**config.mk**
```make
export PLATFORM = sky130hd
export DESIGN_NAME = key_debounce_led
export DESIGN_NICKNAME = d
export VERILOG_FILES = /design/src/rtl/key_pkg.sv /design/src/rtl/key_debounce_ch.sv /design/src/rtl/key_debounce_led.sv
export SDC_FILE = /design/constraint.sdc
export NUM_CORES = 1
export LEC_CHECK = 0
export CAP_MARGIN = 0
export CORE_ASPECT_RATIO = 2
export CORE_MARGIN = 1.5
export CORE_UTILIZATION = 60
export DETAILED_ROUTE_END_ITERATION = 10
export GPL_TIMING_DRIVEN = 0
export PLACE_DENSITY_LB_ADDON = 0.1
export SETUP_SLACK_MARGIN = 0.2
export SLEW_MARGIN = 20
export SYNTH_ARGS = -nofsm -noshare
export SYNTH_HDL_FRONTEND = slang
export SYNTH_SLANG_ARGS = --single-unit
```
**constraint.sdc**
```tcl
create_clock -name clk -period 2.6 [get_ports clk]
set_input_delay 0.52 -clock clk [delete_from_list [all_inputs] [get_ports clk]]
set_output_delay 0.52 -clock clk [all_outputs]
set_load 0.01 [all_outputs]
```
**src/rtl/key_pkg.sv**
```systemverilog
// Shared constants and helpers for the key debounce / LED front end.
package key_pkg;

  localparam int LED_MODE_FOLLOW = 0;
  localparam int LED_MODE_TOGGLE = 1;

  // Board keys pull the pin low when pressed.
  localparam logic KEY_ACTIVE_LEVEL = 1'b0;

  function automatic int clog2(input int unsigned value);
    int unsigned v;
    int          w;
    w = 0;
    if (value > 1) begin
      v = value - 1;
      while (v > 0) begin
        w++;
        v = v >> 1;
      end
    end
    return w;
  endfunction

endpackage

```
**src/rtl/key_debounce_ch.sv**
```systemverilog
// One key channel: two-flop synchroniser, stability counter, debounced level and strobes.
module key_debounce_ch
  import key_pkg::*;
#(
  parameter int DB_CYCLES = 4
) (
  input  logic clk,
  input  logic rst,
  input  logic key_i,
  output logic state_o,
  output logic press_o,
  output logic rel_o,
  output logic press_nxt_o,
  output logic rel_nxt_o
);

  localparam int CNT_W = clog2(DB_CYCLES + 1);
  localparam logic [CNT_W-1:0] CNT_LAST = CNT_W'(DB_CYCLES - 1);

  if (DB_CYCLES < 1) begin : g_bad_db
    $error("key_debounce_ch: DB_CYCLES must be at least 1");
  end

  logic             s1_q, s2_q;
  logic             state_q, state_d;
  logic             press_q, press_d;
  logic             rel_q, rel_d;
  logic [CNT_W-1:0] cnt_q, cnt_d;

  // Any sample matching the current level restarts qualification from zero.
  always_comb begin
    cnt_d   = '0;
    state_d = state_q;
    press_d = 1'b0;
    rel_d   = 1'b0;
    if (s2_q != state_q) begin
      if (cnt_q < CNT_LAST) begin
        cnt_d = cnt_q + CNT_W'(1);
      end else begin
        state_d = s2_q;
        press_d = s2_q;
        rel_d   = ~s2_q;
      end
    end
  end

  always_ff @(posedge clk) begin
    if (rst) begin
      s1_q    <= 1'b0;
      s2_q    <= 1'b0;
      cnt_q   <= '0;
      state_q <= 1'b0;
      press_q <= 1'b0;
      rel_q   <= 1'b0;
    end else begin
      s1_q    <= (key_i == KEY_ACTIVE_LEVEL);
      s2_q    <= s1_q;
      cnt_q   <= cnt_d;
      state_q <= state_d;
      press_q <= press_d;
      rel_q   <= rel_d;
    end
  end

  assign state_o     = state_q;
  assign press_o     = press_q;
  assign rel_o       = rel_q;
  // Exposed so the LED register can change on the same edge as the strobe.
  assign press_nxt_o = press_d;
  assign rel_nxt_o   = rel_d;

endmodule

```
**src/rtl/key_debounce_led.sv**
```systemverilog
// Multi-key front end: per-key debounce channels plus FOLLOW/TOGGLE LED drive.
module key_debounce_led
  import key_pkg::*;
#(
  parameter int NUM_KEYS    = 4,
  parameter int CLK_HZ      = 50_000_000,
  parameter int DEBOUNCE_MS = 20,
  parameter int LED_MODE    = LED_MODE_FOLLOW
) (
  input  logic                clk,
  input  logic                rst,
  input  logic [NUM_KEYS-1:0] key,
  output logic [NUM_KEYS-1:0] key_state,
  output logic [NUM_KEYS-1:0] key_press,
  output logic [NUM_KEYS-1:0] key_rel,
  output logic [NUM_KEYS-1:0] led
);

  localparam int DB_CYCLES = (CLK_HZ / 1000) * DEBOUNCE_MS;

  if (NUM_KEYS < 1) begin : g_bad_keys
    $error("key_debounce_led: NUM_KEYS must be at least 1");
  end

  logic [NUM_KEYS-1:0] press_nxt;
  logic [NUM_KEYS-1:0] rel_nxt;
  logic [NUM_KEYS-1:0] led_q, led_d;

  for (genvar i = 0; i < NUM_KEYS; i++) begin : g_ch
    key_debounce_ch #(
      .DB_CYCLES(DB_CYCLES)
    ) u_ch (
      .clk        (clk),
      .rst        (rst),
      .key_i      (key[i]),
      .state_o    (key_state[i]),
      .press_o    (key_press[i]),
      .rel_o      (key_rel[i]),
      .press_nxt_o(press_nxt[i]),
      .rel_nxt_o  (rel_nxt[i])
    );
  end

  // FOLLOW rebuilds the debounced level from the strobes, so it always equals key_state.
  always_comb begin
    led_d = led_q;
    if (LED_MODE == LED_MODE_TOGGLE) begin
      led_d = led_q ^ press_nxt;
    end else begin
      led_d = (led_q & ~rel_nxt) | press_nxt;
    end
  end

  always_ff @(posedge clk) begin
    if (rst) begin
      led_q <= '0;
    end else begin
      led_q <= led_d;
    end
  end

  assign led = led_q;

endmodule

```
==> results of run 1 <==
registers in the layout, summed over array words and instances, names as in the netlist:
register	cells
g_ch.u_ch.state_o	4
g_ch.u_ch.press_o	4
g_ch.u_ch.cnt_q	80
g_ch.u_ch.s1_q	4
led	4
g_ch.u_ch.rel_o	4
g_ch.u_ch.s2_q	4
synthesized netlist by cell type (2+ instances only):
library cell	number
buf_2	3
nand3_1	23
a311o_1	2
nor3_1	18
or3_1	4
ha_1	4
and4_1	6
nor3b_1	3
nand4_1	16
xor2_1	29
xnor2_1	38
clkbuf_1	6
o311ai_0	2
nor2b_1	4
nor4_1	6
nand2b_1	5
dfxtp_1	104
or2_2	2
and2_1	2
o21ai_0	7
a31oi_1	3
and3_1	17
a21oi_1	10
buf_4	12
inv_1	15
or4_1	2
nor2_1	98
nor2_4	9
mux2i_1	3
nand2_1	38
final cells by class:
| cell class | count | area, um2 | share of cell area, % |
|---|---|---|---|
| plain buffers | 23 | 159 | 3.04 |
| clock buffers | 10 | 239 | 4.57 |
| clock inverters | 6 | 130 | 2.49 |
| inverters | 15 | 56.3 | 1.08 |
| multi-input cells | 371 | 2250 | 43.0 |
| flip-flops and latches | 104 | 2080 | 39.8 |
| well taps | 92 | 115 | 2.20 |
| repair buffers | 20 | 200 | 3.83 |
final timing paths:
| check | from | to | slack, ns | depth (start not counted) |
|---|---|---|---|---|
| worst max register to register | g_ch[3].u_ch.cnt_q[0] | g_ch[3].u_ch.cnt_q[12] | 0.52 | 7 |
| worst min register to register | g_ch[1].u_ch.s1_q | g_ch[1].u_ch.s2_q | 0.44 | 1 |
| worst min-delay path | g_ch[1].u_ch.s1_q | g_ch[1].u_ch.s2_q | 0.44 | 1 |
| worst max-delay path | g_ch[3].u_ch.cnt_q[0] | g_ch[3].u_ch.cnt_q[12] | 0.52 | 7 |
report_power, final:
| group | total, mW | internal (mW) | switching [mW] |
|---|---|---|---|
| clock | 1.63 | 1.06 | 0.573 |
| combinational | 0.0795 | 0.0406 | 0.0389 |
| sequential | 1.62 | 1.61 | 0.0146 |
| total | 3.34 | 2.71 | 0.627 |
cell families (layout without fill, tap and decap cells):
kind of cell    after synthesis  after routing  synth area share [%]
simple gates                260            260                  29.1
flops                       104            104                  45.8
xor+xnor                     67             67                  12.9
buf+inv                      38             74                  4.74
compound gates               36             36                  5.37
fa+ha+maj                     4              4                  1.10
mux                           4              4                 0.909
stage by stage:
| stage | setup slack [ns] | utilization, % | hold WS [ns] | instance area [um2] |
|---|---|---|---|---|
| 2_1_floorplan | 0.712 | - | 0.414 | 4540 |
| 3_3_place_gp | 0.552 | 66.4 | 0.419 | 4860 |
| 3_5_place_dp | 0.462 | 66.4 | 0.430 | 4860 |
| 4_1_cts | 0.434 | 71.4 | 0.445 | 5230 |
| 5_1_grt | 0.419 | 71.4 | 0.457 | 5230 |
| 6_report | 0.517 | 71.4 | 0.437 | 5230 |
critical path: cells and delay by family (launching register included):
kind | cells | cell delay (ns)
buffers and inverters | 2 | 0.23
and+or+nand+nor | 4 | 1.13
adders and majority gates | 1 | 0.24
DFF | 1 | 0.38
timing repair:
action | in CTS | in global routing
gates resized for setup | 0 | 1
buffers inserted | 0 | 0
endpoints found under the setup margin | 0 | 1
layout by cell type (no fill, tap or decap), types with 4 or more instances in the layout:
| cell | count |
|---|---|
| a21oi_1 | 9 |
| and3_1 | 17 |
| and4_1 | 6 |
| buf_4 | 12 |
| bufinv_16 | 4 |
| clkbuf_1 | 6 |
| clkbuf_16 | 9 |
| clkdlybuf4s50_1 | 20 |
| dfxtp_1 | 104 |
| ha_1 | 4 |
| inv_1 | 15 |
| nand2_1 | 38 |
| nand2b_1 | 5 |
| nand3_1 | 23 |
| nand4_1 | 16 |
| nor2_1 | 98 |
| nor2_4 | 9 |
| nor2b_1 | 4 |
| nor3_1 | 18 |
| nor4_1 | 6 |
| o21ai_0 | 7 |
| or3_1 | 4 |
| xnor2_1 | 38 |
| xor2_1 | 29 |
routing by layer:
| layer | vias to the layer above | GRT usage, % | routed length (um) |
|---|---|---|---|
| met5 | - | 0 | 0 |
| met4 | 0 | 10.8 | 189 |
| met3 | 13 | 5.18 | 197 |
| met2 | 39 | 41.4 | 4540 |
| met1 | 1649 | 23.7 | 3380 |
| li1 | 1786 | - | - |
==> results.sh, run 1 <==
export IMPL_grt_pass1_vias=3434
export IMPL_drc=0
export IMPL_vias_per_cell=5.44
export IMPL_clock_insertion_delay_worst_skew_ns=0.34
export IMPL_clk_root_buffer_cell="clkbuf_16"
export IMPL_fp_dieW_um=64.5
export IMPL_rsz0062_at_grt="false"
export IMPL_netlist_cell_type_count=52
export IMPL_hpwl_mm=5.91
export IMPL_sink_count_of_the_clock_tree=104
export IMPL_worstPathCellList="ha_1 -> inv_1 -> or2_2 -> or4_4 -> nand3_2 -> buf_6 -> nor2_1"
export IMPL_fp_dieH_um=126
export IMPL_final_layout_size_suffix_gt1_share_pct=9.47
export IMPL_ir_drop_mv=0.471
export IMPL_yosysWarnings=0
export IMPL_p_leak_nw=1.72
export IMPL_port_buffer_count=20
export IMPL_timing_max_transition_violations_final=0
export IMPL_cap_violations=0
export IMPL_async_reset_ff_share_pct=0
export IMPL_grt_antenna_before_repair=0
export IMPL_synth_enable_flop_cells=0
export IMPL_ios=22
export IMPL_synth_seq_area_share_pct=45.8
export IMPL_cts_buffer_depth=2
export IMPL_max_stage_delay_ns=0.52
export IMPL_num_rows=44
export IMPL_largest_net_degree_at_the_start_of_global_routing=17
export IMPL_globalRouteOverflowTotal=0
export IMPL_worstSetupPathType="flip-flop to flip-flop"
export IMPL_final_net_count=554
export IMPL_min_period_ns=2.08
export IMPL_setup_viol_count_final=0
export IMPL_part_of_the_cycle_the_worst_path_needs_pct=80.1
export IMPL_worst_pin_slew_ns=0.704
export IMPL_worst_slew_margin_rel_pct=52.6
export IMPL_critical_path_slowest_cell="or4_4"
export IMPL_area_growth_from_synthesis_to_final_layout_pct=15.1
export IMPL_number_of_optimization_iterations_in_the_first_detailed_route_pass=4
export IMPL_post_synth_instance_area_um2=4540
export IMPL_clk_pin_slew_ns=0.07
export IMPL_crit_arrival_ns=2.32
export IMPL_worst_setup_path_start_kind="flip-flop"
export IMPL_post_synth_inst_count=513
export IMPL_grt_first_pass_wirelength_mm=14.5
export IMPL_layout_filler_cells=603
export IMPL_drtAntennaViolNets=0
export IMPL_tritoncts_clock_tree="built"
export IMPL_synth_ff_type="dfxtp_1"
export IMPL_power_density_nw_per_um2=638
export IMPL_wire_per_inst_um=13.0
export IMPL_antenna_cells_inserted=0
export IMPL_cp_end_kind="flip-flop"
export IMPL_outcome="finished, final reports clean"
export IMPL_h_tree_depth=3
export IMPL_syn_num_nets=523
export IMPL_finalSetupTns_ns=0
export IMPL_timing_clock_skew_ns=0.00653
export IMPL_finish_cell_count_without_fillers=641
export IMPL_core_region_area_um2=7320
export IMPL_max_fanout_on_critical_path=10
export IMPL_netlist_top_cell_by_area="dfxtp_1"
export IMPL_total_power_mw=3.34
export IMPL_ctsHoldBuffers=0
export IMPL_cts_inserted_buffers=9
export IMPL_crit_required_ns=2.84
export IMPL_routed_wire_length_mm=8.31
export IMPL_die_area_um2=8130
export IMPL_clock_fmax_mhz=480
export IMPL_synth_top_cells_by_area="dfxtp_1 (46%), nor2_1 (8.1%), xnor2_1 (7.3%)"
export IMPL_dp_cells=625
export IMPL_gp_congestion=0.804
export IMPL_syn_mean_instance_area_um2=8.86
export IMPL_grt_usage_pct=22.6
export IMPL_vias=3487
export IMPL_worst_hold_path_type="flip-flop to flip-flop"
export IMPL_synth_seq_cells=104
export IMPL_synth_top_area_share_pct=45.8
export IMPL_hold_violations=0
export IMPL_initial_utilization_pct=62.0
export IMPL_drt_first_iter_violations=167
No activity file was read; power rests on OpenSTA's default activity.
==> run 2: changes to the inputs <==
--- a/config.mk
+++ b/config.mk
@@ -8,7 +8,7 @@
 export CAP_MARGIN = 0
 export CORE_ASPECT_RATIO = 2
 export CORE_MARGIN = 1.5
-export CORE_UTILIZATION = 60
+export CORE_UTILIZATION = 54
 export DETAILED_ROUTE_END_ITERATION = 10
 export GPL_TIMING_DRIVEN = 0
 export PLACE_DENSITY_LB_ADDON = 0.1
==> constraint.sdc (replaced) <==
create_clock -name clk -period 1.9 [get_ports clk]
set_input_delay 0.38 -clock clk [delete_from_list [all_inputs] [get_ports clk]]
set_output_delay 0.38 -clock clk [all_outputs]
set_load 0.01 [all_outputs]
==> run 2 against run 1 <==
Compared with the run above:
- utilization grew 1.8 points
- clock power is 4% higher
- fmax increased by 11%
- critical path depth is 1 lower
- total power rose by 22%
- clock skew increased by 0.0014 ns
- largest cell class unchanged
- cell area grew 15%
- via count up 5.9%
- first-iteration DRC count fell by 2.4%
- worst hold slack improved by 0.0022 ns
- non-clock buffer count increased by 36
- setup slack got worse by 0.50 ns
==> results.sh, run 2 (synthesis gave the netlist of run 1 again) <==
export IMPL_outcome="finished, final reports clean"
export IMPL_grt_first_pass_wirelength_mm=14.6
export IMPL_hold_violations=0
export IMPL_worstSetupPathType="flip-flop to flip-flop"
export IMPL_critical_path_n_buffers_inverters=1
export IMPL_cts_inserted_buffers=9
export IMPL_layout_filler_cells=632
export IMPL_core_region_area_um2=8230
export IMPL_largest_register="g_ch.u_ch.cnt_q"
export IMPL_largest_net_degree_at_the_start_of_global_routing=16
export IMPL_worst_hold_path_type="flip-flop to flip-flop"
export IMPL_sequential_standard_cell_area_um2=2130
export IMPL_cts_buffer_depth=2
export IMPL_clk_pin_slew_ns=0.06
export IMPL_grt_pass1_vias=3412
export IMPL_rsz0062_at_grt="true"
export IMPL_crit_required_ns=2.17
export IMPL_hpwl_mm=5.98
export IMPL_worst_path_dominant_cell_family="compound AO/OA/AOI/OAI gates"
export IMPL_timing_critical_path_depth=6
export IMPL_leading_cell_type_in_the_layout_fill_and_taps_excluded="dfxtp_1"
export IMPL_max_fanout_on_critical_path=5
export IMPL_total_power_mw=4.06
export IMPL_routed_wire_length_mm=9.82
export IMPL_grt_usage_pct=21.1
export IMPL_crit_arrival_ns=2.16
export IMPL_drc=0
export IMPL_final_net_count=590
export IMPL_gp_congestion=0.807
export IMPL_stdcell_area_um2=6030
export IMPL_ios=22
export IMPL_layout_cells_most_common_list="dfxtp_1 (76), nor2_1 (62), xnor2_1 (38)"
export IMPL_timing_max_transition_violations_final=0
export IMPL_grt_antenna_before_repair=0
export IMPL_number_of_optimization_iterations_in_the_first_detailed_route_pass=4
export IMPL_worst_setup_path_start_kind="flip-flop"
export IMPL_tritoncts_clock_tree="built"
export IMPL_clk_root_buffer_cell="clkbuf_16"
export IMPL_antenna_cells_inserted=0
export IMPL_finalSetupTns_ns=0
export IMPL_h_tree_depth=3
export IMPL_final_layout_size_suffix_gt1_share_pct=31.6
export IMPL_max_stage_delay_ns=0.54
export IMPL_fp_dieW_um=67.9
export IMPL_clock_fmax_mhz=531
export IMPL_port_buffer_count=20
export IMPL_cp_end_kind="flip-flop"
export IMPL_num_rows=47
export IMPL_critical_path_slowest_cell="or4_4"
export IMPL_drtAntennaViolNets=0
export IMPL_fp_dieH_um=133
export IMPL_hold_path_depth=1
export IMPL_timing_clock_skew_ns=0.00791
export IMPL_part_of_the_cycle_the_worst_path_needs_pct=99.2
export IMPL_worstRegToRegCells=6
export IMPL_die_area_um2=9010
export IMPL_worstPathCellList="or4_4 -> a211oi_4 -> o21ai_2 -> a211o_4 -> buf_6 -> nor2_1"
export IMPL_p_leak_nw=2.06
export IMPL_min_period_ns=1.88
export IMPL_ctsHoldBuffers=0
export IMPL_worst_pin_slew_ns=0.474
export IMPL_worst_slew_margin_rel_pct=68.4
export IMPL_cap_violations=0
export IMPL_finalHoldWorstSlack_ns=0.440
export IMPL_area_growth_from_synthesis_to_final_layout_pct=32.8
export IMPL_setup_viol_count_final=0
export IMPL_clock_insertion_delay_worst_skew_ns=0.34
export IMPL_globalRouteOverflowTotal=0
export IMPL_largest_register_ff_count=80
export IMPL_sink_count_of_the_clock_tree=104
export IMPL_drt_first_iter_violations=163
export IMPL_multi_input_area_um2=2680
export IMPL_power_density_nw_per_um2=673
export IMPL_place_area_um2=4900
export IMPL_initial_utilization_pct=55.2
export IMPL_vias_per_cell=5.40
export IMPL_ir_drop_mv=0.524
export IMPL_wire_per_inst_um=14.4
export IMPL_vias=3691
## run 2: layout make-up
cell class | instances | area share [%]
buffer | 23 | 3.19
clock inverter | 4 | 0.332
sequential | 104 | 35.3
multi-input combinational | 371 | 44.5
clock buffer | 12 | 4.09
timing repair buffer | 56 | 9.69
tap | 98 | 2.03
inverter | 15 | 0.933
## run 2: path summary, 6_finish.rpt
check | from | endpoint | slack [ns]
max | g_ch[1].u_ch.cnt_q[6] | g_ch[1].u_ch.cnt_q[11] | 0.02
min | g_ch[2].u_ch.s1_q | g_ch[2].u_ch.s2_q | 0.44
max reg2reg | g_ch[1].u_ch.cnt_q[6] | g_ch[1].u_ch.cnt_q[11] | 0.02
min reg2reg | g_ch[2].u_ch.s1_q | g_ch[2].u_ch.s2_q | 0.44
## run 2: repair_timing
| action | in CTS | in global routing |
|---|---|---|
| cloned | 4 | 0 |
| setup buffers | 18 | 14 |
| pin swaps | 29 | 31 |
| resized for setup | 54 | 111 |
| setup endpoints to repair | 83 | 84 |
## run 2: power by group
part	total (mW)	leakage (nW)	switching, mW	internal (mW)
logic	0.153	1.07	0.0701	0.0832
registers	2.22	0.855	0.0207	2.20
clock network	1.69	0.136	0.771	0.916
## run 2: layer usage
metal	wire (um)	share of wire (%)	track usage (%)	up-vias
met5	0	0	0	-
met4	201	2.0	7.33	0
met3	218	2.2	4.85	16
met2	5560	57	38.1	51
met1	3850	39	23.1	1769
li1	-	-	-	1855
## run 2: metrics by stage
stage          instances  util [%]  setup WS (ns)
2_1_floorplan        513         -          0.114
3_3_place_gp         631      59.5        -0.0791
3_5_place_dp         631      59.5         -0.118
4_1_cts              669      67.3         0.0365
5_1_grt              683      73.3        -0.0439
6_report             683      73.3         0.0154
